==> src/rtl/regfile_port_arbiter.sv <==
// Arbitrates the register file read ports and debug write path between decode and the debug bridge.
// Build option REGARB_DBG_WRITE_EN enables debug writes; without it debug writes are rejected with DBG_ERR.
module regfile_port_arbiter #(
    parameter int MAX_CORE_BURST = 4,
    parameter int ADDR_W         = 5,
    parameter int DATA_W         = 32
) (
    input  logic              RST,
    input  logic              CLK_DC,
    input  logic              CORE_REQ,
    input  logic [ADDR_W-1:0] CORE_A1,
    input  logic [ADDR_W-1:0] CORE_A2,
    output logic              CORE_GNT,
    input  logic              DBG_REQ,
    input  logic              DBG_WE,
    input  logic [ADDR_W-1:0] DBG_ADDR,
    input  logic [DATA_W-1:0] DBG_WDATA,
    output logic              DBG_ACK,
    output logic [DATA_W-1:0] DBG_RDATA,
    output logic              DBG_ERR,
    output logic [ADDR_W-1:0] RF_A1,
    output logic [ADDR_W-1:0] RF_A2,
    input  logic [DATA_W-1:0] RF_RD1,
    output logic              RF_DWE,
    output logic [ADDR_W-1:0] RF_DA3,
    output logic [DATA_W-1:0] RF_DWB
);

    if (MAX_CORE_BURST < 1 || MAX_CORE_BURST > 15) begin : g_bad_burst
        $error("regfile_port_arbiter: MAX_CORE_BURST must be within 1..15");
    end

    localparam logic [3:0] BURST_LIM = 4'(MAX_CORE_BURST);

    typedef enum logic [1:0] {S_IDLE, S_RD, S_RDD, S_WR} state_t;

    state_t              state;
    logic [3:0]          starv_cnt;
    logic [ADDR_W-1:0]   a1_q;
    logic [ADDR_W-1:0]   a2_q;
    logic [DATA_W-1:0]   rdata_q;
    logic                ack_q;
    logic                err_q;
    logic                core_win;
    logic                take_wr;

    // Core wins unless the debug side has waited out a full burst.
    assign core_win = CORE_REQ && ((starv_cnt < BURST_LIM) || !DBG_REQ);
    assign take_wr  = (state == S_IDLE) && !core_win && DBG_REQ && DBG_WE;

    always_comb begin
        CORE_GNT = RST && (state == S_IDLE) && core_win;
        RF_A1    = a1_q;
        RF_A2    = a2_q;
        if (CORE_GNT) begin
            RF_A1 = CORE_A1;
            RF_A2 = CORE_A2;
        end else if (state == S_RD) begin
            RF_A1 = DBG_ADDR;
        end
    end

    // Read data comes straight from the register file during the ack cycle, then is held.
    assign DBG_RDATA = (state == S_RDD) ? RF_RD1 : rdata_q;
    assign DBG_ACK   = ack_q;
    assign DBG_ERR   = err_q;

    always_ff @(posedge CLK_DC or negedge RST) begin
        if (!RST) begin
            state     <= S_IDLE;
            starv_cnt <= 4'd0;
            a1_q      <= '0;
            a2_q      <= '0;
            rdata_q   <= '0;
            ack_q     <= 1'b0;
            err_q     <= 1'b0;
        end else begin
            a1_q  <= RF_A1;
            a2_q  <= RF_A2;
            ack_q <= 1'b0;
            err_q <= 1'b0;
            case (state)
                S_IDLE: begin
                    if (core_win) begin
                        if (DBG_REQ && (starv_cnt < BURST_LIM))
                            starv_cnt <= starv_cnt + 4'd1;
                    end else if (DBG_REQ) begin
                        if (DBG_WE) begin
                            state <= S_WR;
                            ack_q <= 1'b1;
`ifdef REGARB_DBG_WRITE_EN
                            err_q <= 1'b0;
`else
                            err_q <= 1'b1;
`endif
                        end else begin
                            state <= S_RD;
                        end
                    end
                end
                S_RD: begin
                    state <= S_RDD;
                    ack_q <= 1'b1;
                end
                S_RDD: begin
                    state     <= S_IDLE;
                    rdata_q   <= RF_RD1;
                    starv_cnt <= 4'd0;
                end
                S_WR: begin
                    state     <= S_IDLE;
                    starv_cnt <= 4'd0;
                end
                default: state <= S_IDLE;
            endcase
        end
    end

`ifdef REGARB_DBG_WRITE_EN
    logic              dwe_q;
    logic [ADDR_W-1:0] da3_q;
    logic [DATA_W-1:0] dwb_q;

    // x0 is hardwired: the write is acknowledged but the strobe is suppressed.
    always_ff @(posedge CLK_DC or negedge RST) begin
        if (!RST) begin
            dwe_q <= 1'b0;
            da3_q <= '0;
            dwb_q <= '0;
        end else begin
            dwe_q <= take_wr && (DBG_ADDR != '0);
            if (take_wr) begin
                da3_q <= DBG_ADDR;
                dwb_q <= DBG_WDATA;
            end
        end
    end

    assign RF_DWE = dwe_q;
    assign RF_DA3 = da3_q;
    assign RF_DWB = dwb_q;
`else
    logic unused_wdata;
    assign unused_wdata = (^DBG_WDATA) ^ take_wr;
    assign RF_DWE = 1'b0;
    assign RF_DA3 = '0;
    assign RF_DWB = '0;
`endif

endmodule

==> config.mk <==
export PLATFORM = sky130hd
export DESIGN_NAME = regfile_port_arbiter
export DESIGN_NICKNAME = d
export VERILOG_FILES = /design/src/rtl/regfile_port_arbiter.sv
export SDC_FILE = /design/constraint.sdc
export NUM_CORES = 1
export LEC_CHECK = 0
export ABC_AREA = 1
export BUFFER_PORTS_ARGS = -buffer_cell sky130_fd_sc_hd__buf_2
export CORE_UTILIZATION = 37
export DETAILED_ROUTE_END_ITERATION = 8
export PLACE_DENSITY = 0.76
export REMOVE_ABC_BUFFERS = 1
export SETUP_SLACK_MARGIN = 0.05
export SLEW_MARGIN = 20
export SYNTH_ARGS = -nofsm -noshare
export SYNTH_HDL_FRONTEND = slang
export SYNTH_SLANG_ARGS = --single-unit
==> constraint.sdc <==
create_clock -name CLK_DC -period 1.08 [get_ports CLK_DC]
set_input_delay 0.054 -clock CLK_DC [delete_from_list [all_inputs] [get_ports CLK_DC]]
set_output_delay 0.054 -clock CLK_DC [all_outputs]
set_load 0.02 [all_outputs]
## Word-level counts from Yosys, hierarchy flattened

Index checks and enable logic that the tools add are counted.

| storage, ports and cells | value |
|---|---|
| register bits after elaboration | 50 |
| latch bits | 0 |
| RAM bits | 0 |
| ROM bits | 0 |
| bits of input ports | 84 |
| logic and storage cells | 43 |
| memories | 0 |

| operators by class | value |
|---|---|
| $add $sub $neg | 1 |
| $mul | 0 |
| div/mod/pow operators | 0 |
| magnitude comparators | 1 |
| equal/unequal tests | 7 |
| shifts and indexed selects | 0 |
| multiplexer cells | 16 |
| bitwise logic cells | 0 |
| reductions and logical operators | 11 |

Operators by type and width:

| cell | count |
|---|---|
| 2-to-1 mux 32 bit | 1 |
| 2-to-1 mux 5 bit | 3 |
| 2-to-1 mux 4 bit | 2 |
| one-hot mux 4 bit (2 select lines) | 1 |
| 2-to-1 mux 2 bit | 3 |
| inequality test 2 bit (second input constant) | 3 |
| one-hot mux 2 bit (3 select lines) | 1 |
| adder 4 x 1 -> 4 bit (second input constant) | 1 |
| == test 2 bit (second input constant) | 2 |
| logical AND 1 bit | 4 |
| < comparator 4 x 3 -> 1 bit (second input constant) | 1 |
| 2-to-1 mux 1 bit | 4 |
| AND reduction 3 bit | 1 |
| == test 2 x 1 -> 1 bit (second input constant) | 1 |
| logical NOT 2 bit | 1 |
| inequality test 2 x 1 -> 1 bit (second input constant) | 1 |
| one-hot mux 1 bit (2 select lines) | 1 |
| AND reduction 2 bit | 1 |
| nonzero test 2 bit | 1 |
| OR reduction 2 bit | 1 |
| logical NOT 1 bit | 1 |
| logical OR 1 bit | 1 |

## Logic depth before layout (Yosys ltp)

Gate-level depths: netlist of the first run.

| depth | value |
|---|---|
| depth after elaboration | 5 |
| gate-level depth with buffers | 8 |
| depth with buffers taken out | 6 |

## Worst setup path before layout of the first run

No wires, ideal clock.

| path | value |
|---|---|
| path type | register to register |
| from | reg state[1] |
| to | reg a2_q[0] |
| setup time | 0.175 ns |
| data arrival time | 1.095 ns |
| slack | -0.190 ns |
| cell stages (with the launch flop) | 9 |
| path buffers | 2 |
| clock period less this slack | 1.270 ns |
| cell sequence | dfrtp_1 buf_6 inv_6 nand2_4 nor2_4 nand3_2 buf_6 nand2_1 nand2_1 |

| on the way | value |
|---|---|
| longest elaborated chain between the ends | 4 |

RTL lines:

| what | RTL line | text |
|---|---|---|
| from (decl) | 37 | `state_t state;` |
| from (signal assigned) | 70 | `state <= S_IDLE;` |
| from (signal assigned) | 89 | `state <= S_WR;` |
| from (signal assigned) | 97 | `state <= S_RD;` |
| logical NOT 2 bit | 52 | `CORE_GNT = RST && (state == S_IDLE) && core_win;` |
| logical AND 1 bit (2 in a row) | 52 |  |
| 2-to-1 mux 5 bit | 55 | `if (CORE_GNT) begin` |
| net RF_A2[0] | 22 | `output logic [ADDR_W-1:0] RF_A2,` |
| to (signal assigned) | 73 | `a2_q <= '0;` |
| to (signal assigned) | 79 | `a2_q <= RF_A2;` |
| to (decl) | 40 | `logic [ADDR_W-1:0] a2_q;` |

The timed path passes the listed nets, and every way through them passes these cells.
A chain may end at the register's enable or synchronous reset.

## Final worst setup path of the first run

| path | value |
|---|---|
| from | reg state[1] |
| to | out RF_A1[1] |

| on the way | value |
|---|---|
| longest elaborated chain between the ends | 4 |
| elaborated cells between the ends (all ways) | 6 |

RTL lines:

| what | RTL line | text |
|---|---|---|
| logical NOT 2 bit | 52 |  |
| logical AND 1 bit (2 in a row) | 52 |  |
| 2-to-1 mux 5 bit * | 55 |  |
| to (decl) | 21 | `output logic [ADDR_W-1:0] RF_A1,` |

Mark *: on every way between the ends. The rest lies on a longest branch, timed or not.

==> flow_summary.html, run 1 <==
<table>
<tr><th>Metric</th><th>Value</th></tr>
<tr><th colspan="2">Critical path</th></tr>
<tr><td>Cell family with the largest share of critical-path delay</td><td>flip-flops</td></tr>
<tr><td>Reg2reg start</td><td>state[0]$_DFFE_PN0P_</td></tr>
<tr><td>Critical path's slowest cell</td><td>sky130_fd_sc_hd__dfrtp_2</td></tr>
<tr><td>Critical Path Max Stage Delay</td><td>0.44 ns</td></tr>
<tr><td>CP Cell Sequence</td><td>clkinv_4, nand2_4, nor2_4, buf_2, nand4_1, nand2_1, buf_4</td></tr>
<tr><td>Buffering stage count on the worst path with inverters included</td><td>3</td></tr>
<tr><td>Reg-to-Reg End</td><td>rdata_q[12]$_DFF_PN0_</td></tr>
<tr><td>Classification of the worst setup path</td><td>reg2out</td></tr>
<tr><td>Kind of end point of the critical path</td><td>primary output</td></tr>
<tr><td>Setup crit start kind</td><td>flop</td></tr>
<tr><td>Crit path arrival time</td><td>1.51 ns</td></tr>
<tr><td>Largest fanout of any net on the critical path</td><td>5</td></tr>
<tr><td>R2R setup slack</td><td>-0.20 ns</td></tr>
<tr><td>Crit path required time</td><td>1.03 ns</td></tr>
<tr><td>Worst R2R Path Depth</td><td>7</td></tr>
<tr><th colspan="2">Die</th></tr>
<tr><td>Width of the chip</td><td>82.8 µm</td></tr>
<tr><td>Die height</td><td>82.8 µm</td></tr>
<tr><td>Die outline area</td><td>6850 µm²</td></tr>
<tr><td>Number of top-level pins</td><td>167</td></tr>
<tr><td>Area of the core</td><td>6310 µm²</td></tr>
<tr><td>Starting density of the core</td><td>38.2%</td></tr>
<tr><td>Std-Cell Rows</td><td>29</td></tr>
<tr><th colspan="2">Hold path</th></tr>
<tr><td>Kind of path behind the tightest hold check</td><td>in2reg</td></tr>
<tr><td>Worst hold path depth</td><td>3</td></tr>
<tr><td>Hold Crit Start</td><td>RF_RD1[16]</td></tr>
<tr><td>Hold Path End</td><td>rdata_q[16]$_DFF_PN0_</td></tr>
<tr><th colspan="2">Routing</th></tr>
<tr><td>Detailed-router iteration count before antenna repair</td><td>4</td></tr>
<tr><td>Remaining antenna violation count after routing</td><td>0</td></tr>
<tr><td>Via/cell ratio</td><td>4.70</td></tr>
<tr><td>Final routed DRC violation total</td><td>0</td></tr>
<tr><td>Post-detailed-route wirelength per cell</td><td>15.6 µm</td></tr>
<tr><td>Overall routed net length</td><td>7780 µm</td></tr>
<tr><td>Total vias in the final route</td><td>2,348</td></tr>
<tr><td>Violation count after the first detailed-route iteration</td><td>75</td></tr>
<tr><th colspan="2">Placement</th></tr>
<tr><td>Number of input and output port buffers inserted</td><td>96</td></tr>
<tr><td>HPWL reported at the end of detailed placement</td><td>3700 µm</td></tr>
<tr><td>Final RePlAce weighted congestion</td><td>0.803</td></tr>
<tr><td>Placed cells</td><td>475</td></tr>
<tr><td>Post-Place Worst Slack</td><td>-0.207 ns</td></tr>
<tr><td>Post-place instance area</td><td>3050 µm²</td></tr>
<tr><th colspan="2">GRT</th></tr>
<tr><td>Total global-route track usage</td><td>15.2%</td></tr>
<tr><td>Gr ovfl total</td><td>0</td></tr>
<tr><td>Number of antenna violations at the first check in global routing</td><td>0</td></tr>
<tr><td>Largest net degree at the start of global routing</td><td>51</td></tr>
<tr><td>Global-route wire length before repair</td><td>7950 µm</td></tr>
<tr><td>Number of global-route vias before repair</td><td>1,782</td></tr>
<tr><th colspan="2">Status</th></tr>
<tr><td>Result of the run</td><td>finished, violations left</td></tr>
<tr><td>Violated checks</td><td>negative setup slack</td></tr>
<tr><th colspan="2">Layout</th></tr>
<tr><td>Layout Nets</td><td>507</td></tr>
<tr><td>Antenna cells</td><td>0</td></tr>
<tr><td>Footprint of the multi-input gates</td><td>1580 µm²</td></tr>
<tr><td>Share of post-route cells with drive strength above 1</td><td>60.0%</td></tr>
<tr><td>Layout fillers</td><td>433</td></tr>
<tr><td>Post-route standard cell area excluding fillers</td><td>4470 µm²</td></tr>
<tr><td>Seq. cell area</td><td>1250 µm²</td></tr>
<tr><td>Area growth from synthesis to final layout</td><td>85.1%</td></tr>
<tr><td>Post-route non-filler standard cell count</td><td>500</td></tr>
<tr><th colspan="2">STA</th></tr>
<tr><td>RSZ-0062 raised after global routing</td><td>yes</td></tr>
<tr><td>FMAX</td><td>0.639 GHz</td></tr>
<tr><td>Minimum clock period after layout</td><td>1.57 ns</td></tr>
<tr><td>Final hold violations</td><td>0</td></tr>
<tr><td>Worst setup slack after layout</td><td>-0.486 ns</td></tr>
<tr><td>Tcrit/Tclk final</td><td>145%</td></tr>
<tr><td>Clock tree skew after final layout</td><td>0.00628 ns</td></tr>
<tr><td>Number of max-slew violations in the final report</td><td>0</td></tr>
<tr><td>Transition time at the pin with the least slew margin</td><td>0.624 ns</td></tr>
<tr><td>Final setup vio count</td><td>92</td></tr>
<tr><td>Remaining max-slew budget at the tightest pin</td><td>58.4%</td></tr>
<tr><th colspan="2">Synth</th></tr>
<tr><td>Count of cell types in the netlist</td><td>19</td></tr>
<tr><td>Flop and latch count out of synthesis</td><td>50</td></tr>
<tr><td>Register area share after synthesis</td><td>51.8%</td></tr>
<tr><td>Average size of a mapped cell</td><td>8.62 µm²</td></tr>
<tr><td>Mapped Area</td><td>2410 µm²</td></tr>
<tr><td>Number of warnings reported in the yosys synthesis log</td><td>0</td></tr>
<tr><td>Number of instances in the synthesized netlist</td><td>280</td></tr>
<tr><th colspan="2">Clock network</th></tr>
<tr><td>Clock slew at the register clock pins of the worst setup and hold paths</td><td>0.09 ns</td></tr>
<tr><td>Sink Count</td><td>50</td></tr>
<tr><td>CTS tree</td><td>done</td></tr>
<tr><td>CTS H-Tree Depth</td><td>2</td></tr>
<tr><td>Clock insertion delay at the later pin of the skew report</td><td>0.29 ns</td></tr>
<tr><td>Total CTS buffers</td><td>5</td></tr>
<tr><td>CTS root buf</td><td>sky130_fd_sc_hd__clkbuf_8</td></tr>
<tr><td>Clock tree buffer depth</td><td>2</td></tr>
<tr><th colspan="2">Pwr</th></tr>
<tr><td>PnR Total Power</td><td>9.21 mW</td></tr>
<tr><td>Static Leakage</td><td>2.30 nW</td></tr>
<tr><td>PD cells</td><td>2060 nW/µm²</td></tr>
<tr><td>Largest voltage drop on the vdd net</td><td>1370 µV</td></tr>
<tr><th colspan="2">Run</th></tr>
<tr><td>Number of maximum-capacitance constraint violations</td><td>0</td></tr>
</table>
## logic make-up after synthesis
| logic type | synth area share [%] |
|---|---|
| simple gates | 29.4 |
| buf+inv | 17.3 |
| flops | 51.8 |
| compound gates | 0.829 |
| fa+ha+maj | 0.518 |
| other cells | 0.155 |
## power by group
group          total (mW)  switching [mW]  internal, mW  leakage [nW]
combinational        5.27            2.62          2.65          1.63
sequential           2.85           0.420          2.43         0.626
clock                1.08           0.567         0.517        0.0482
## cell usage after synthesis, drive strengths merged
cell	count	share of area, %
ha	1	0.52
inv	9	1.8
nand4	10	2.6
conb	1	0.16
nand3	42	8.9
dfrtp	50	52
nand3b	1	0.31
buf	50	15
nand2	104	16
clkbuf	3	0.47
nor2	5	1.1
o21ai	4	0.83
## per-stage QoR
step	util (%)	TNS, ns	hold WS (ns)
floorplan	-	-72.61	-0.242
global placement	48.4	-8.30	0.230
detailed placement	48.4	-10.90	0.225
CTS	52.9	-21.82	0.00119
global route	70.8	-30.68	0.00467
finish	70.8	-24.78	0.0136
## state kept, by name, indices dropped and copies added, names as in the netlist
register	cells
DBG_ACK	1
state	2
starv_cnt	4
DBG_ERR	1
a2_q	5
a1_q	5
rdata_q	32
## metal layers
| metal | routed length, µm | up-vias | GRT usage (%) |
|---|---|---|---|
| li1 | - | 1099 | - |
| met1 | 2910 | 1140 | 17.3 |
| met2 | 4340 | 95 | 27.8 |
| met3 | 408 | 14 | 3.83 |
| met4 | 119 | 0 | 4.66 |
| met5 | 0 | - | 0 |
## final cells by class
| class | instances | share of cell area (%) |
|---|---|---|
| clock inverter | 1 | 0.112 |
| inverter | 9 | 0.980 |
| timing repair buffer | 151 | 31.5 |
| sequential | 50 | 28.0 |
| multi-input combinational | 205 | 35.3 |
| clock buffer | 7 | 1.93 |
| tap | 77 | 2.16 |
## placed cells by master (no fill, tap or decap), types with 6 or more instances in the layout
cell / count
sky130_fd_sc_hd__nand4_1: 10
sky130_fd_sc_hd__buf_2: 54
sky130_fd_sc_hd__clkbuf_8: 6
sky130_fd_sc_hd__nand2_1: 37
sky130_fd_sc_hd__inv_1: 7
sky130_fd_sc_hd__nand2_4: 64
sky130_fd_sc_hd__nand3_2: 12
sky130_fd_sc_hd__buf_4: 20
sky130_fd_sc_hd__dfrtp_1: 49
sky130_fd_sc_hd__nand3_4: 9
sky130_fd_sc_hd__nand3_1: 21
sky130_fd_sc_hd__conb_1: 38
sky130_fd_sc_hd__buf_6: 64
## worst max path at each step
stage | start | end | slack, ns | depth (start not counted)
after floorplan | state[1]$_DFFE_PN0P_ | rdata_q[0]$_DFF_PN0_ | -0.97 | 3
after global placement | state[0]$_DFFE_PN0P_ | RF_A1[2] | -0.16 | 7
final | state[1]$_DFFE_PN0P_ | RF_A1[1] | -0.49 | 7
after global routing | state[1]$_DFFE_PN0P_ | RF_A2[1] | -0.59 | 7
after CTS | state[0]$_DFFE_PN0P_ | RF_A2[3] | -0.48 | 7
after detailed placement | state[1]$_DFFE_PN0P_ | DBG_RDATA[17] | -0.21 | 4
## worst register-to-register path, cell delays in order, from the launching register on
cell and delay (ns):
sky130_fd_sc_hd__dfrtp_1 0.41, sky130_fd_sc_hd__clkinv_4 0.09, sky130_fd_sc_hd__buf_12 0.15, sky130_fd_sc_hd__buf_8 0.12, sky130_fd_sc_hd__clkbuf_16 0.16, sky130_fd_sc_hd__nand3_2 0.08, sky130_fd_sc_hd__nand2_4 0.06, sky130_fd_sc_hd__buf_6 0.11
## repair_timing
item | in CTS | in global routing
pin swaps | 2 | 35
endpoints found under the hold margin | 50 | 0
hold buffers | 1 | 0
cloned | 0 | 7
setup buffers | 2 | 25
resized for setup | 63 | 230
endpoints found under the setup margin | 92 | 92
Note: power is estimated with default switching activity, not from simulation.
==> run 2: changes to the inputs <==
- ABC_AREA: 1 -> unset
- CAP_MARGIN: unset -> 10
- CORE_UTILIZATION: 37 -> 38
- PLACE_DENSITY: 0.76 -> 0.77
==> flow_summary.html, run 2 <==
<table>
<tr><th>Metric</th><th>Value</th></tr>
<tr><th colspan="2">Status</th></tr>
<tr><td>Result of the run</td><td>finished, violations left</td></tr>
<tr><td>Violated checks</td><td>negative hold slack, negative setup slack</td></tr>
<tr><th colspan="2">Placement</th></tr>
<tr><td>Number of input and output port buffers inserted</td><td>96 (unchanged)</td></tr>
<tr><td>Post-Place Worst Slack</td><td>-0.453 ns (-0.246 ns)</td></tr>
<tr><td>Placed cells</td><td>342 (-28%)</td></tr>
<tr><td>HPWL reported at the end of detailed placement</td><td>3200 µm (-13%)</td></tr>
<tr><td>Final RePlAce weighted congestion</td><td>0.734 (-8.7%)</td></tr>
<tr><th colspan="2">Critical path</th></tr>
<tr><td>Worst R2R Path Depth</td><td>4 (-3)</td></tr>
<tr><td>Classification of the worst setup path</td><td>reg2out</td></tr>
<tr><td>Crit path arrival time</td><td>1.73 ns (+0.22 ns)</td></tr>
<tr><td>Reg2reg start</td><td>state[1]$_DFFE_PN0P_</td></tr>
<tr><td>Worst setup path startpoint</td><td>state[1]$_DFFE_PN0P_</td></tr>
<tr><td>Setup crit start kind</td><td>flop</td></tr>
<tr><td>Crit path required time</td><td>1.03 ns (about the same)</td></tr>
<tr><td>Largest fanout of any net on the critical path</td><td>5 (unchanged)</td></tr>
<tr><td>Kind of end point of the critical path</td><td>primary output</td></tr>
<tr><th colspan="2">STA</th></tr>
<tr><td>Tcrit/Tclk final</td><td>165% (+20 points)</td></tr>
<tr><td>Final hold slack</td><td>-0.00938 ns (-0.0229 ns)</td></tr>
<tr><td>Minimum clock period after layout</td><td>1.78 ns (+0.217 ns)</td></tr>
<tr><td>Clock tree skew after final layout</td><td>0.00607 ns (-0.000205 ns)</td></tr>
<tr><td>Number of max-slew violations in the final report</td><td>0 (unchanged)</td></tr>
<tr><td>RSZ-0062 raised after global routing</td><td>yes</td></tr>
<tr><td>FMAX</td><td>0.561 GHz (-12%)</td></tr>
<tr><td>Final setup vio count</td><td>89 (-3.3%)</td></tr>
<tr><td>Worst setup slack after layout</td><td>-0.703 ns (-0.217 ns)</td></tr>
<tr><td>Final hold violations</td><td>3 (+3)</td></tr>
<tr><td>Setup total negative slack</td><td>-39.73 ns (-14.95 ns)</td></tr>
<tr><th colspan="2">Hold path</th></tr>
<tr><td>Hold Crit Start</td><td>CORE_A2[4]</td></tr>
<tr><td>Worst hold path depth</td><td>2 (-1)</td></tr>
<tr><td>Kind of path behind the tightest hold check</td><td>in2reg</td></tr>
<tr><th colspan="2">Synth</th></tr>
<tr><td>Average size of a mapped cell</td><td>14.8 µm² (+72%)</td></tr>
<tr><td>Number of warnings reported in the yosys synthesis log</td><td>0 (unchanged)</td></tr>
<tr><td>Top-area cell type share of the netlist area</td><td>50.8% (-1.0 points)</td></tr>
<tr><td>Ranking of synthesized cells by area</td><td>sky130_fd_sc_hd__dfrtp_1, sky130_fd_sc_hd__mux2_4, sky130_fd_sc_hd__buf_4</td></tr>
<tr><td>Mapped Area</td><td>2460 µm² (+2.0%)</td></tr>
<tr><td>Post-synth EDFFs</td><td>0 (unchanged)</td></tr>
<tr><td>Most numerous cell in the Yosys netlist</td><td>sky130_fd_sc_hd__dfrtp_1</td></tr>
<tr><td>Count of cell types in the netlist</td><td>23 (+4)</td></tr>
<tr><td>Cell type with the largest total area after synthesis</td><td>sky130_fd_sc_hd__dfrtp_1</td></tr>
<tr><td>Number of instances in the synthesized netlist</td><td>166 (-41%)</td></tr>
<tr><td>Commonest cells in the synthesized netlist</td><td>sky130_fd_sc_hd__dfrtp_1, sky130_fd_sc_hd__mux2_4, sky130_fd_sc_hd__buf_4</td></tr>
<tr><td>Register area share after synthesis</td><td>50.8% (-1.0 points)</td></tr>
<tr><td>Predominant post-synthesis flop cell</td><td>sky130_fd_sc_hd__dfrtp_1</td></tr>
<tr><td>Synth async-reset ratio</td><td>100% (unchanged)</td></tr>
<tr><td>Flop and latch count out of synthesis</td><td>50 (unchanged)</td></tr>
<tr><th colspan="2">GRT</th></tr>
<tr><td>Largest net degree at the start of global routing</td><td>51 (unchanged)</td></tr>
<tr><td>Global-route wire length before repair</td><td>6630 µm (-17%)</td></tr>
<tr><td>Number of global-route vias before repair</td><td>1,390 (-22%)</td></tr>
<tr><td>Number of antenna violations at the first check in global routing</td><td>0 (unchanged)</td></tr>
<tr><td>Total global-route track usage</td><td>13.3% (-1.9 points)</td></tr>
<tr><td>Gr ovfl total</td><td>0 (unchanged)</td></tr>
<tr><th colspan="2">Die</th></tr>
<tr><td>Std-Cell Rows</td><td>28 (-3.4%)</td></tr>
<tr><td>Starting density of the core</td><td>40.4% (+2.1 points)</td></tr>
<tr><td>Area of the core</td><td>6100 µm² (-3.4%)</td></tr>
<tr><td>Width of the chip</td><td>82.5 µm (-0.35%)</td></tr>
<tr><td>Number of top-level pins</td><td>167 (unchanged)</td></tr>
<tr><td>Die height</td><td>82.5 µm (-0.35%)</td></tr>
<tr><td>Die outline area</td><td>6810 µm² (-0.70%)</td></tr>
<tr><th colspan="2">Pwr</th></tr>
<tr><td>Sequential power share</td><td>29.8% (-1.2 points)</td></tr>
<tr><td>Sw frac</td><td>32.9% (-6.3 points)</td></tr>
<tr><td>PD cells</td><td>2710 nW/µm² (+32%)</td></tr>
<tr><td>Static Leakage</td><td>1.85 nW (-20%)</td></tr>
<tr><td>Clock group share of total power</td><td>15.7% (+3.9 points)</td></tr>
<tr><td>Largest voltage drop on the vdd net</td><td>1430 µV (+4.0%)</td></tr>
<tr><td>PnR Total Power</td><td>9.76 mW (+6.0%)</td></tr>
<tr><td>Cell internal pwr</td><td>6.55 mW (+17%)</td></tr>
<tr><td>Part of the total power dissipated in combinational logic</td><td>54.5% (-2.8 points)</td></tr>
<tr><td>Total net switching power</td><td>3.21 mW (-11%)</td></tr>
<tr><th colspan="2">Routing</th></tr>
<tr><td>Via/cell ratio</td><td>4.33 (-7.9%)</td></tr>
<tr><td>Overall routed net length</td><td>5070 µm (-35%)</td></tr>
<tr><td>Violation count after the first detailed-route iteration</td><td>17 (-77%)</td></tr>
<tr><td>Detailed-router iteration count before antenna repair</td><td>3 (-1)</td></tr>
<tr><td>Remaining antenna violation count after routing</td><td>0 (unchanged)</td></tr>
<tr><td>Final routed DRC violation total</td><td>0 (unchanged)</td></tr>
<tr><td>Total vias in the final route</td><td>1,566 (-33%)</td></tr>
<tr><td>Post-detailed-route wirelength per cell</td><td>14.0 µm (-10%)</td></tr>
<tr><th colspan="2">Clock network</th></tr>
<tr><td>Clock tree buffer depth</td><td>2 (unchanged)</td></tr>
<tr><td>Total CTS buffers</td><td>5 (unchanged)</td></tr>
<tr><td>Clock insertion delay at the later pin of the skew report</td><td>0.30 ns (about the same)</td></tr>
<tr><td>Sink Count</td><td>50 (unchanged)</td></tr>
<tr><td>Clock slew at the register clock pins of the worst setup and hold paths</td><td>0.08 ns (about the same)</td></tr>
<tr><td>CTS H-Tree Depth</td><td>2 (unchanged)</td></tr>
<tr><td>CTS tree</td><td>done</td></tr>
<tr><td>Post-cts hold buffer count</td><td>1 (unchanged)</td></tr>
<tr><td>CTS root buf</td><td>sky130_fd_sc_hd__clkbuf_8</td></tr>
<tr><th colspan="2">Run</th></tr>
<tr><td>Number of maximum-capacitance constraint violations</td><td>0 (unchanged)</td></tr>
<tr><th colspan="2">Layout</th></tr>
<tr><td>Most frequent cells in the layout</td><td>sky130_fd_sc_hd__buf_2, sky130_fd_sc_hd__dfrtp_1, sky130_fd_sc_hd__buf_6</td></tr>
<tr><td>Leading cell type in the layout, fill and taps excluded</td><td>sky130_fd_sc_hd__buf_2</td></tr>
<tr><td>Antenna cells</td><td>0 (unchanged)</td></tr>
<tr><td>Register name with the most flops</td><td>rdata_q</td></tr>
<tr><td>Registers with the highest flip-flop counts</td><td>rdata_q (32), a1_q (5), a2_q (5)</td></tr>
<tr><td>Post-route non-filler standard cell count</td><td>362 (-28%)</td></tr>
<tr><td>Share of post-route cells with drive strength above 1</td><td>65.2% (+5.1 points)</td></tr>
<tr><td>Number of flip-flops in the largest register</td><td>32 (unchanged)</td></tr>
<tr><td>Area growth from synthesis to final layout</td><td>46.1%</td></tr>
<tr><td>Layout fillers</td><td>469 (+8.3%)</td></tr>
<tr><td>Layout Nets</td><td>371 (-27%)</td></tr>
</table>
-- run 2: metrics by stage --
step	util, %	cell area [µm²]	hold slack (ns)
finish	59.0	3600	-0.00938
global route	59.0	3600	-0.0269
global placement	48.5	2960	0.286
detailed placement	48.5	2960	0.293
floorplan	-	2260	-0.242
CTS	53.2	3240	-0.0219
-- run 2: path summary, 6_finish.rpt --
| path | to | slack [ns] |
|---|---|---|
| min in group asynchronous | starv_cnt[0]$_DFFE_PN0P_ | 0.48 |
| max in group asynchronous | state[0]$_DFFE_PN0P_ | 0.27 |
| worst min-delay path | a2_q[4]$_DFF_PN0_ | -0.009 |
| worst min register to register | a2_q[4]$_DFF_PN0_ | 0.50 |
| worst max register to register | a1_q[4]$_DFF_PN0_ | -0.43 |
| worst max-delay path | RF_A1[0] | -0.70 |
-- run 2: area by class of cell --
type / count / area [µm²] / share of cell area (%)
multi-input combinational: 108 / 1090 / 30.3
clock buffer: 5 / 68.8 / 1.91
tap: 75 / 93.8 / 2.61
inverter: 1 / 3.75 / 0.104
sequential: 50 / 1250 / 34.8
clock inverter: 3 / 68.8 / 1.91
timing repair buffer: 120 / 1020 / 28.4
-- run 2: kinds of logic (layout without fill, tap and decap cells) --
| group | Yosys count | count (layout) | synth area share [%] |
|---|---|---|---|
| buffers and inverters | 45 | 129 | 14.0 |
| AOI/OAI and AO/OA | 6 | 6 | 1.83 |
| adders and majority gates | 1 | 1 | 0.508 |
| and+or+nand+nor | 14 | 14 | 4.42 |
| DFF | 50 | 50 | 50.8 |
| muxes | 49 | 49 | 28.3 |
| other | 1 | 38 | 0.152 |
-- run 2: layer usage --
layer | vias up | wire length [µm] | GRT usage (%)
li1 | 721 | - | -
met4 | 0 | 13 | 3.10
met2 | 87 | 2600 | 23.1
met1 | 756 | 2100 | 16.3
met5 | - | 0 | 0
met3 | 2 | 366 | 3.96
-- run 2: power by group through the flow --
stage	registers [mW]	clock network (mW)	logic (mW)
final	2.91	1.53	5.32
after global placement	2.91	0	3.80
after detailed placement	2.93	0	3.88
after global routing	2.98	1.69	5.63
after floorplan	2.87	0	2.78
after CTS	2.91	1.59	4.22
-- run 2: worst max-delay path: stages, from the launching register on --
cell and delay (ns):
sky130_fd_sc_hd__dfrtp_1 0.39, sky130_fd_sc_hd__and2b_4 0.32, sky130_fd_sc_hd__mux2_4 0.32, sky130_fd_sc_hd__mux2_4 0.27
sky130_fd_sc_hd__buf_6 0.13
-- run 2: repair_timing --
item                       4_1_cts  5_1_grt
gates resized for setup         32       74
hold endpoints to repair        84       29
setup endpoints to repair       92      142
buffers inserted                 3        5
pin swaps                        5        3
cloned                           0        3
==> run 3: changes to the inputs <==
- CORE_UTILIZATION: 38 -> 42
- PLACE_DENSITY: 0.77 -> 0.81
- clock period: 1.08 -> 2 ns (I/O delays scaled with it)
==> flow_summary.html, run 3 (synthesis results as in run 2) <==
<table>
<tr><th>Metric</th><th>Value</th></tr>
<tr><th colspan="2">Status</th></tr>
<tr><td>Result of the run</td><td>finished clean</td></tr>
<tr><th colspan="2">Pwr</th></tr>
<tr><td>Total net switching power</td><td>1.54 mW (-52%)</td></tr>
<tr><td>Sw frac</td><td>35.8% (+2.9 points)</td></tr>
<tr><td>Static Leakage</td><td>1.60 nW (-13%)</td></tr>
<tr><td>Clock group share of total power</td><td>15.9% (+0.2 points)</td></tr>
<tr><td>Sequential power share</td><td>36.7% (+6.9 points)</td></tr>
<tr><td>Cell internal pwr</td><td>2.75 mW (-58%)</td></tr>
<tr><td>PD cells</td><td>1420 nW/µm² (-47%)</td></tr>
<tr><td>Largest voltage drop on the vdd net</td><td>691 µV (-52%)</td></tr>
<tr><td>Part of the total power dissipated in combinational logic</td><td>47.5% (-7.0 points)</td></tr>
<tr><th colspan="2">Placement</th></tr>
<tr><td>Final RePlAce weighted congestion</td><td>0.691 (-5.8%)</td></tr>
<tr><td>Number of input and output port buffers inserted</td><td>96 (unchanged)</td></tr>
<tr><td>Placed cells</td><td>330 (-3.5%)</td></tr>
<tr><td>Post-place instance area</td><td>2870 µm² (-2.8%)</td></tr>
<tr><td>HPWL reported at the end of detailed placement</td><td>3140 µm (-1.9%)</td></tr>
<tr><th colspan="2">Die</th></tr>
<tr><td>Std-Cell Rows</td><td>27 (-3.6%)</td></tr>
<tr><td>Die outline area</td><td>6170 µm² (-9.3%)</td></tr>
<tr><td>Starting density of the core</td><td>44.2% (+3.8 points)</td></tr>
<tr><td>Width of the chip</td><td>78.6 µm (-4.8%)</td></tr>
<tr><td>Area of the core</td><td>5570 µm² (-8.6%)</td></tr>
<tr><td>Die height</td><td>78.6 µm (-4.8%)</td></tr>
<tr><td>Number of top-level pins</td><td>167 (unchanged)</td></tr>
<tr><th colspan="2">Layout</th></tr>
<tr><td>Area growth from synthesis to final layout</td><td>22.3%</td></tr>
<tr><td>Leading cell type in the layout, fill and taps excluded</td><td>sky130_fd_sc_hd__buf_2</td></tr>
<tr><td>Layout Nets</td><td>352 (-5.1%)</td></tr>
<tr><td>Share of post-route cells with drive strength above 1</td><td>57.1% (-8.1 points)</td></tr>
<tr><td>Post-route non-filler standard cell count</td><td>340 (-6.1%)</td></tr>
<tr><td>Most frequent cells in the layout</td><td>sky130_fd_sc_hd__buf_2, sky130_fd_sc_hd__dfrtp_1, sky130_fd_sc_hd__mux2_4</td></tr>
<tr><td>Final core utilization</td><td>54.0% (-5.0 points)</td></tr>
<tr><td>Register name with the most flops</td><td>rdata_q</td></tr>
<tr><td>Antenna cells</td><td>0 (unchanged)</td></tr>
<tr><td>Number of flip-flops in the largest register</td><td>32 (unchanged)</td></tr>
<tr><td>Post-route standard cell area excluding fillers</td><td>3010 µm² (-16%)</td></tr>
<tr><td>Registers with the highest flip-flop counts</td><td>rdata_q (32), a1_q (5), a2_q (5)</td></tr>
<tr><th colspan="2">GRT</th></tr>
<tr><td>Number of global-route vias before repair</td><td>1,427 (+2.7%)</td></tr>
<tr><td>Largest net degree at the start of global routing</td><td>51 (unchanged)</td></tr>
<tr><td>Global-route wire length before repair</td><td>6690 µm (+0.84%)</td></tr>
<tr><td>Gr ovfl total</td><td>0 (unchanged)</td></tr>
<tr><td>Total global-route track usage</td><td>14.4% (+1.1 points)</td></tr>
<tr><td>Number of antenna violations at the first check in global routing</td><td>0 (unchanged)</td></tr>
<tr><th colspan="2">Routing</th></tr>
<tr><td>Detailed-router iteration count before antenna repair</td><td>4 (+1)</td></tr>
<tr><td>Total vias in the final route</td><td>1,484 (-5.2%)</td></tr>
<tr><td>Violation count after the first detailed-route iteration</td><td>24 (+7)</td></tr>
<tr><td>Via/cell ratio</td><td>4.36 (+0.90%)</td></tr>
<tr><td>Remaining antenna violation count after routing</td><td>0 (unchanged)</td></tr>
<tr><td>Overall routed net length</td><td>4190 µm (-17%)</td></tr>
<tr><td>Post-detailed-route wirelength per cell</td><td>12.3 µm (-12%)</td></tr>
<tr><td>Final routed DRC violation total</td><td>0 (unchanged)</td></tr>
<tr><th colspan="2">Critical path</th></tr>
<tr><td>Setup crit start kind</td><td>flop</td></tr>
<tr><td>CP Cell Sequence</td><td>and2b_4, mux2_1, mux2_4, buf_2</td></tr>
<tr><td>Crit path arrival time</td><td>1.78 ns (+0.05 ns)</td></tr>
<tr><td>Kind of end point of the critical path</td><td>primary output</td></tr>
<tr><td>Crit path required time</td><td>1.90 ns (+0.87 ns)</td></tr>
<tr><td>Worst R2R Path Depth</td><td>3 (-1)</td></tr>
<tr><td>Classification of the worst setup path</td><td>reg2out</td></tr>
<tr><td>Largest fanout of any net on the critical path</td><td>5 (unchanged)</td></tr>
<tr><td>Critical path's slowest cell</td><td>sky130_fd_sc_hd__dfrtp_1</td></tr>
<tr><td>R2R setup slack</td><td>0.57 ns (+1.00 ns)</td></tr>
<tr><td>Reg-to-Reg End</td><td>a1_q[0]$_DFF_PN0_</td></tr>
<tr><td>Critical Path Max Stage Delay</td><td>0.41 ns (+0.02 ns)</td></tr>
<tr><td>Reg2reg start</td><td>state[1]$_DFFE_PN0P_</td></tr>
<tr><th colspan="2">Clock network</th></tr>
<tr><td>CTS H-Tree Depth</td><td>2 (unchanged)</td></tr>
<tr><td>Clock slew at the register clock pins of the worst setup and hold paths</td><td>0.09 ns (about the same)</td></tr>
<tr><td>Clock insertion delay at the later pin of the skew report</td><td>0.30 ns (about the same)</td></tr>
<tr><td>Total CTS buffers</td><td>5 (unchanged)</td></tr>
<tr><td>Sink Count</td><td>50 (unchanged)</td></tr>
<tr><td>CTS root buf</td><td>sky130_fd_sc_hd__clkbuf_8</td></tr>
<tr><td>Clock tree buffer depth</td><td>2 (unchanged)</td></tr>
<tr><td>CTS tree</td><td>done</td></tr>
<tr><th colspan="2">STA</th></tr>
<tr><td>Clock tree skew after final layout</td><td>0.00830 ns (+0.00223 ns)</td></tr>
<tr><td>Final setup vio count</td><td>0 (-100%)</td></tr>
<tr><td>Number of max-slew violations in the final report</td><td>0 (unchanged)</td></tr>
<tr><td>FMAX</td><td>0.533 GHz</td></tr>
<tr><td>Minimum clock period after layout</td><td>1.88 ns</td></tr>
<tr><td>Remaining max-slew budget at the tightest pin</td><td>59.2%</td></tr>
<tr><td>Transition time at the pin with the least slew margin</td><td>0.611 ns</td></tr>
<tr><td>Final hold violations</td><td>0 (-3)</td></tr>
<tr><td>Setup total negative slack</td><td>0 ns (+39.73 ns)</td></tr>
<tr><td>RSZ-0062 raised after global routing</td><td>no</td></tr>
<tr><td>Tcrit/Tclk final</td><td>93.8%</td></tr>
<tr><th colspan="2">Hold path</th></tr>
<tr><td>Hold Path End</td><td>a2_q[4]$_DFF_PN0_</td></tr>
<tr><td>Kind of path behind the tightest hold check</td><td>in2reg</td></tr>
<tr><td>Hold Crit Start</td><td>CORE_A2[4]</td></tr>
<tr><td>Worst hold path depth</td><td>2 (unchanged)</td></tr>
<tr><th colspan="2">Run</th></tr>
<tr><td>Number of maximum-capacitance constraint violations</td><td>0 (unchanged)</td></tr>
</table>
## run 3: cell count changes in the layout (fill, tap and decap cells not counted), moves of 2 or more
cell	before	now
sky130_fd_sc_hd__mux2_4	47	39
sky130_fd_sc_hd__clkbuf_1	0	2
sky130_fd_sc_hd__clkbuf_16	2	0
sky130_fd_sc_hd__mux2_2	0	2
sky130_fd_sc_hd__a211oi_1	0	3
sky130_fd_sc_hd__buf_6	48	0
sky130_fd_sc_hd__buf_4	6	2
sky130_fd_sc_hd__buf_12	4	2
sky130_fd_sc_hd__a211oi_2	2	0
sky130_fd_sc_hd__buf_2	59	96
sky130_fd_sc_hd__mux2_1	1	7
## run 3: final cells by class
type,instances,area [µm²]
Clock buffer,7,76.3
Clock inverter,1,30.0
Fill cell,471,2560
Inverter,1,3.75
Multi-Input combinational cell,108,1010
Sequential cell,50,1250
Tap cell,72,90.1
Timing Repair Buffer,101,546
## run 3: worst max path at each step
stage,start,end,depth (start not counted)
after floorplan,state[1]$_DFFE_PN0P_,rdata_q[28]$_DFF_PN0_,2
final,state[1]$_DFFE_PN0P_,RF_A1[0],4
after global placement,state[0]$_DFFE_PN0P_,RF_A2[4],4
after CTS,state[0]$_DFFE_PN0P_,RF_A1[0],4
after global routing,state[1]$_DFFE_PN0P_,RF_A1[0],4
after detailed placement,state[0]$_DFFE_PN0P_,RF_A2[4],4
## run 3: through the flow
stage	power (mW)	hold slack [ns]	worst slack, ns
finish	4.29	0.0307	0.124
global route	4.56	0.0251	0.0508
CTS	4.35	0.0201	0.0609
detailed placement	3.64	0.317	0.372
global placement	3.57	0.306	0.401
floorplan	3.06	-0.196	-1.41
## run 3: repair_timing
action	4_1_cts	5_1_grt
resized for setup	0	1
hold buffers	1	0
hold endpoints to repair	50	0
setup buffers	1	0
pin swaps	1	0
endpoints found under the setup margin	1	6
## run 3: worst max-delay path, delay by kind of cell (launching register included)
family                 cells  cell delay, ns
buffers and inverters      1            0.16
multiplexers               2            0.61
AND/OR/NAND/NOR            1            0.30
flip-flops                 1            0.41
## run 3: power groups by stage
| stage | combinational, mW | sequential, mW | clock, mW |
|---|---|---|---|
| floorplan | 1.50 | 1.55 | 0 |
| global placement | 2.00 | 1.57 | 0 |
| detailed placement | 2.05 | 1.59 | 0 |
| CTS | 2.06 | 1.58 | 0.711 |
| global route | 2.19 | 1.62 | 0.751 |
| finish | 2.04 | 1.57 | 0.681 |
## run 3: routing by layer
metal,track usage (%),wire length [µm]
met3,4.88,411
met2,25.7,2040
met1,15.8,1690
met5,0,0
met4,5.00,51
